### config.mk
export PLATFORM = sky130hd
export DESIGN_NAME = multi_chan_counter
export DESIGN_NICKNAME = d
export VERILOG_FILES = /design/src/rtl/multi_chan_counter.sv
export SDC_FILE = /design/constraint.sdc
export NUM_CORES = 1
export LEC_CHECK = 0
export CELL_PAD_IN_SITES_DETAIL_PLACEMENT = 1
export CELL_PAD_IN_SITES_GLOBAL_PLACEMENT = 1
export CORE_MARGIN = 2
export CORE_UTILIZATION = 43
export CTS_CLUSTER_DIAMETER = 120
export DETAILED_ROUTE_END_ITERATION = 12
export PLACE_DENSITY_LB_ADDON = 0.2
export SYNTH_ARGS = -nofsm -noshare
export SYNTH_HDL_FRONTEND = slang
export SYNTH_SLANG_ARGS = --single-unit
### constraint.sdc
create_clock -name clk -period 4.1 [get_ports clk]
set_input_delay 1.025 -clock clk [delete_from_list [all_inputs] [get_ports clk]]
set_output_delay 1.025 -clock clk [all_outputs]
set_load 0.01 [all_outputs]
### src/rtl/multi_chan_counter.sv
// multi_chan_counter: independent up/down counters with snapshot and beat-by-beat readout
module multi_chan_counter #(
  parameter int D_WIDTH = 8,
  parameter int N_CH = 4,
  parameter bit SATURATE = 1'b0,
  localparam int CW = (N_CH > 1) ? $clog2(N_CH) : 1
) (
  input  logic                    clk,
  input  logic                    rst_n,
  input  logic [N_CH-1:0]         enable,
  input  logic [N_CH-1:0]         up_dn,
  input  logic [N_CH-1:0]         clear,
  input  logic [N_CH-1:0]         load,
  input  logic [N_CH*D_WIDTH-1:0] load_val,
  output logic [N_CH*D_WIDTH-1:0] data,
  output logic [N_CH-1:0]         wrap,
  input  logic                    snap_req,
  output logic                    busy,
  output logic                    rd_valid,
  input  logic                    rd_ready,
  output logic [CW-1:0]           rd_ch,
  output logic [D_WIDTH-1:0]      rd_data,
  output logic                    rd_last
);
  typedef enum logic {IDLE, SEND} state_t;
  state_t state_q, state_d;
  logic [N_CH-1:0][D_WIDTH-1:0] cnt_q, cnt_d, snap_q, snap_d;
  logic [N_CH-1:0] wrap_q, wrap_d;
  logic [CW-1:0] rd_ch_q, rd_ch_d;
  logic xfer;
  // per-channel next value: clear beats load beats count; limit hit raises wrap next cycle
  always_comb begin
    cnt_d = cnt_q;
    wrap_d = '0;
    for (int i = 0; i < N_CH; i++) begin
      wrap_d[i] = !clear[i] && !load[i] && enable[i] && (up_dn[i] ? &cnt_q[i] : ~|cnt_q[i]);
      cnt_d[i] = clear[i] ? '0 :
                 load[i] ? load_val[i*D_WIDTH +: D_WIDTH] :
                 !enable[i] || (SATURATE && wrap_d[i]) ? cnt_q[i] :
                 up_dn[i] ? cnt_q[i] + D_WIDTH'(1) : cnt_q[i] - D_WIDTH'(1);
    end
  end
  // counter and limit-pulse registers
  always_ff @(posedge clk or negedge rst_n) begin
    if (!rst_n) begin
      cnt_q <= '0;
      wrap_q <= '0;
    end else begin
      cnt_q <= cnt_d;
      wrap_q <= wrap_d;
    end
  end
  // readout next state: snapshot only when leaving IDLE, advance channel on each accepted beat
  always_comb begin
    xfer = (state_q == SEND) && rd_ready;
    state_d = (state_q == IDLE) ? (snap_req ? SEND : IDLE) : (xfer && rd_last ? IDLE : SEND);
    rd_ch_d = xfer ? (rd_last ? '0 : rd_ch_q + CW'(1)) : rd_ch_q;
    snap_d = (state_q == IDLE && snap_req) ? cnt_q : snap_q;
  end
  // readout state, channel pointer and snapshot registers
  always_ff @(posedge clk or negedge rst_n) begin
    if (!rst_n) begin
      state_q <= IDLE;
      rd_ch_q <= '0;
      snap_q <= '0;
    end else begin
      state_q <= state_d;
      rd_ch_q <= rd_ch_d;
      snap_q <= snap_d;
    end
  end
  // outputs: readout fields are zero outside SEND
  always_comb begin
    data = cnt_q;
    wrap = wrap_q;
    busy = state_q == SEND;
    rd_valid = busy;
    rd_ch = rd_ch_q;
    rd_last = busy && rd_ch_q == CW'(N_CH - 1);
    rd_data = busy ? snap_q[rd_ch_q] : '0;
  end
endmodule
# [Word level (Yosys, flattened, before mapping)]
# Cells that the tools add are included.
[word_totals] input_bits=52 regBits=71
[classes] n_reduce_logical=40 n_eq_ne=1 n_mux=27 n_addsub=9 magnitude_cmp=1 bitwise=1
[ops] operator="2-to-1 mux 8 bit" n=18
[ops] operator="adder 8 x 1 -> 8 bit, second input constant" n=4
[ops] operator="AND reduction 8 bit" n=4
[ops] operator="OR reduction 8 bit" n=4
[ops] operator="subtractor 8 x 1 -> 8 bit, second input constant" n=4
[ops] operator="binary-select mux 8 bit (select 2 bit)" n=1
[ops] operator="logical AND 1 bit" n=16
[ops] operator="logical NOT 1 bit" n=12
[ops] operator="nonzero test 3 bit" n=4
[ops] operator="2-to-1 mux 1 bit" n=7
[ops] operator="less-than comparator 2 x 3 -> 1 bit, second input constant" n=1
[ops] operator="adder 2 x 1 -> 2 bit, second input constant" n=1
[ops] operator="equality test 2 bit, second input constant" n=1
[ops] operator="2-to-1 mux 2 bit" n=1
[ops] operator="NOT 1 bit" n=1

# [Logic depth before layout (Yosys ltp)]
[depth] word_depth=5 ltp_mapped=6

# [Worst setup path after synthesis]
# Ideal clock, no wire load.
[synth_timing] path_kind="input to register" start="in up_dn[1]" end="reg cnt_q, in the netlist data[15]" n_path_buf=0 path_slack_ns=1.472 arrival_time_ns=2.492 cell_stages=6 path_cell_list="inv_1 -> ha_1 -> a211oi_1 -> o21ai_0 -> nand3_1 -> or3b_2"
[synth_via] elab_chain_len=4
[synth_rtl] element="from (decl)" line_no="11" rtl="input logic [N_CH-1:0] up_dn,"
[synth_rtl] element="2-to-1 mux 8 bit" line_no="40" rtl="up_dn[i] ? cnt_q[i] + D_WIDTH'(1) : cnt_q[i] - D_WIDTH'(1);"
[synth_rtl] element="2-to-1 mux 8 bit" line_no="39" rtl="!enable[i] || (SATURATE && wrap_d[i]) ? cnt_q[i] :"
[synth_rtl] element="2-to-1 mux 8 bit" line_no="38" rtl="load[i] ? load_val[i*D_WIDTH +: D_WIDTH] :"
[synth_rtl] element="2-to-1 mux 8 bit" line_no="37" rtl="cnt_d[i] = clear[i] ? '0 :"
[synth_rtl] element="to (signal assigned)" line_no="49" rtl="cnt_q <= cnt_d;"
[synth_rtl] element="to (decl)" line_no="27" rtl="logic [N_CH-1:0][D_WIDTH-1:0] cnt_q, cnt_d, snap_q, snap_d;"
# No other way between the ends. The select of a mux whose other input is x is not followed.
# A chain may end at the register's enable or synchronous reset.

# [Worst setup path in the final report]
[layout_timing] start="reg rd_ch_q[0] (netlist: rd_ch[0])" end="out rd_data[6]"
[layout_via] elab_chain_len=3
[layout_rtl] element="from (decl)" line_no="29" rtl="logic [CW-1:0] rd_ch_q, rd_ch_d;"
[layout_rtl] element="from (signal assigned)" line_no="68" rtl="rd_ch_q <= rd_ch_d;"
[layout_rtl] element="binary-select mux 8 bit (select 2 bit)" line_no="80" rtl="rd_data = busy ? snap_q[rd_ch_q] : '0;"
[layout_rtl] element="2-to-1 mux 8 bit (not written as such)" line_no="80"
[layout_rtl] element="2-to-1 mux 8 bit" line_no="80"
[layout_rtl] element="to (decl)" line_no="22" rtl="output logic [D_WIDTH-1:0] rd_data,"
# No other way between the ends. The select of a mux whose other input is x is not followed.

==> impl_results.md <==
- Crit-path leading delay family: flip-flops
- Largest net degree at the start of global routing: 57
- Crit. path cell count: 3
- Share of the synthesized area in the top cell type: 0.371
- Post-CTS Hold Fix Bufs: 0
- Final Hold Fails: 0
- Vias/cell: 5.93
- Register area share after synthesis: 0.371
- Fin crit share: 0.821
- Vias in the first global route: 4241
- Fin cells: 687
- Initial antenna violation count: 0
- CTS clock-pin slew for the worst setup and hold paths: 0.08 ns
- YS warnings: 0
- Min Tclk post-route: 3.37 ns
- Post-synth ARST share: 1.00
- CP Max Fanout: 12
- Netlist cell types: 46
- RSZ-0062 raised after global routing: no
- Port bufs: 100
- Die X-Extent: 110 um
- Startpoint types: flip-flop
- Initial core utilization: 0.442
- Synth top cells by count: 71 x dfrtp_1, 40 x a21oi_1, 37 x nor2_1, 28 x mux2_2, 25 x ha_1
- CP Data Arrival Time: 2.34 ns
- Worst Setup End Kind: output pin
- Die Ht: 110 um
- Die Footprint: 0.0120 sq mm
- Number of gates resized after CTS: 0
- Worst Hold Path Cells: 1
- Initial DRC count: 117
- Clock buffer count from CTS: 9
- Synthesized instance count: 452
- # rows: 38
- MaxCap Viol Count: 0
- Nets@finish: 623
- Synth top area cells: dfrtp_1 37%, mux2_2 6.6%, ha_1 6.5%
- Leakage: 2.55 nW
- Fin worst setup slack: 0.733 ns
- WL/cell: 18.9 um
- Final Core Density: 0.557
- Register bit count reported by yosys: 71
- Antenna Violating Nets Remaining: 0
- Synth area leader: dfrtp_1
- Most common cell in the synthesized netlist: dfrtp_1
- Post-CTS setup buffer count: 0
- Bufs on Longest Clock Path: 2
- Post-synth EDFFs: 0
- Setup TNS: 0 ns
- H-tree depth: 3
- Crit path max-delay cell type: dfrtp_1
- DR DRC count: 0
- Avg Inst Size Synth: 10.6 sq um
- Status: finished clean
- Via count: 4076
- Syn_nets: 533
- Core area: 0.0108 sq mm
- Hold slack: 0.505 ns
- Reg2Reg Setup Slack: 1.91 ns
- Top-level port count: 101
- Slew margin rel.: 0.528
- Cell Pwr Density: 459 mW/mm^2
- First-pass GRT wire length: 21700 um
- Total GRT Usage: 0.232
- Final setup violating endpoints: 0
- Final Wtd Congestion: 0.847
- Worst hold path class: reg -> reg
- Area grow syn2layout: 26.0%
- Grt total ovfl: 0
- DP HPWL: 9650 um
- Fin. max-slew vios: 0
- Proportion of layout cells with a drive suffix above 1: 0.122
- Cell Area, Synth: 0.00479 sq mm
- Final wirelength: 13000 um
- Pwr Total: 2.78 mW
- Worst Tran Pin Value: 0.708 ns
- FF-to-FF path depth: 5
- Clk sinks: 71
- Worst endpoint required time: 3.07 ns
- VDD IR max: 0.378 mV
- CTS tree: yes
- Worst Path Buf+Inv: 1
- Fin area: 0.00604 sq mm
- N_diodes: 0
- Root Buffer: clkbuf_8
- Critical path cell sequence: mux4_2 -> and2_1 -> clkdlybuf4s50_1
- Pre-CTS WS: 0.654 ns
- Post-synth top flop: dfrtp_1
- Placed Cells: 671
- Placed Area: 0.00582 sq mm
- Max Clk Rate: 297 MHz
- Slowest cell delay on critical path: 0.73 ns
- Skew-Pair Late Insertion Delay: 0.35 ns
- DRT Pass-1 Iters: 4
- CP Class: reg -> out
- Clock skew: 0.00559 ns
## worst register-to-register path: cells and delay by family (launching register included)
family,cells,cell delay (ns)
flops,1,0.47
compound gates,2,0.66
simple gates,2,0.55
fa+ha+maj,1,0.39
## path summary, 6_finish.rpt
path,end,startpoint
worst max-delay path,rd_data[6],rd_ch[0]$_DFFE_PN0P_
worst min-delay path,snap_q[22]$_DFFE_PN0P_,snap_q[22]$_DFFE_PN0P_
worst max register to register,data[15]$_DFFE_PN0P_,data[14]$_DFFE_PN0P_
worst min register to register,snap_q[22]$_DFFE_PN0P_,snap_q[22]$_DFFE_PN0P_
max in group asynchronous,snap_q[22]$_DFFE_PN0P_,rst_n
min in group asynchronous,data[8]$_DFFE_PN0P_,rst_n
## flip-flops by register name (all words and copies together), names as in the netlist
signal  count
data       32
wrap        4
busy        1
rd_ch       2
snap_q     32
## power breakdown
group | total (mW) | switching [mW] | internal [mW]
Combinational | 1.05 | 0.418 | 0.636
Clock | 0.631 | 0.272 | 0.359
Sequential | 1.09 | 0.211 | 0.880
Total | 2.78 | 0.901 | 1.87
## cells in the final DEF (no fill, tap or decap), drive strengths merged, types with 2 or more instances in the layout
master,Yosys,layout
a2bb2oi,3,3
o21a,8,8
clkbuf,7,11
dfrtp,71,71
or4b,11,11
buf,17,4
o21ai,3,3
nor4,8,8
nor3b,13,13
bufinv,0,2
clkdlybuf4s50,0,99
o221a,8,8
nor2b,4,4
a21oi,40,40
a2111o,9,9
nand2b,9,9
fa,4,4
o21bai,2,2
ha,25,25
xnor2,12,12
a211oi,11,11
mux2i,9,9
or2,6,6
clkinv,0,2
a22oi,20,20
nand2,14,14
mux2,33,33
nor2,37,37
or3b,6,6
inv,7,7
nand3b,4,4
nand3,10,10
and2,9,9
o211a,3,3
a211o,7,7
nand4,8,8
mux4,8,8
## cell type report
class	instances	area, sq um
Fill cell	1193	4800
Multi-Input combinational cell	350	2820
Sequential cell	71	1780
Timing Repair Buffer	103	1020
Tap cell	140	175
Clock buffer	11	141
Clock inverter	5	81.3
Inverter	7	26.3
## routing by layer
layer / part of all wire / vias to the layer above / global-route usage
met2: 0.49 / 81 / 0.388
met4: 0.012 / 0 / 0.0606
li1: - / 1914 / -
met5: 0 / - / 0
met3: 0.039 / 11 / 0.0439
met1: 0.46 / 2070 / 0.312
## logic make-up after synthesis
group,Yosys count,share of synthesized area
AOI/OAI and AO/OA,118,0.180
xor gates and xnor gates,12,0.0219
adders and majority gates,29,0.0819
buffers and inverters,31,0.0410
DFF,71,0.371
muxes,50,0.134
and+or+nand+nor,141,0.171
Note: power is estimated with default switching activity, not from simulation.
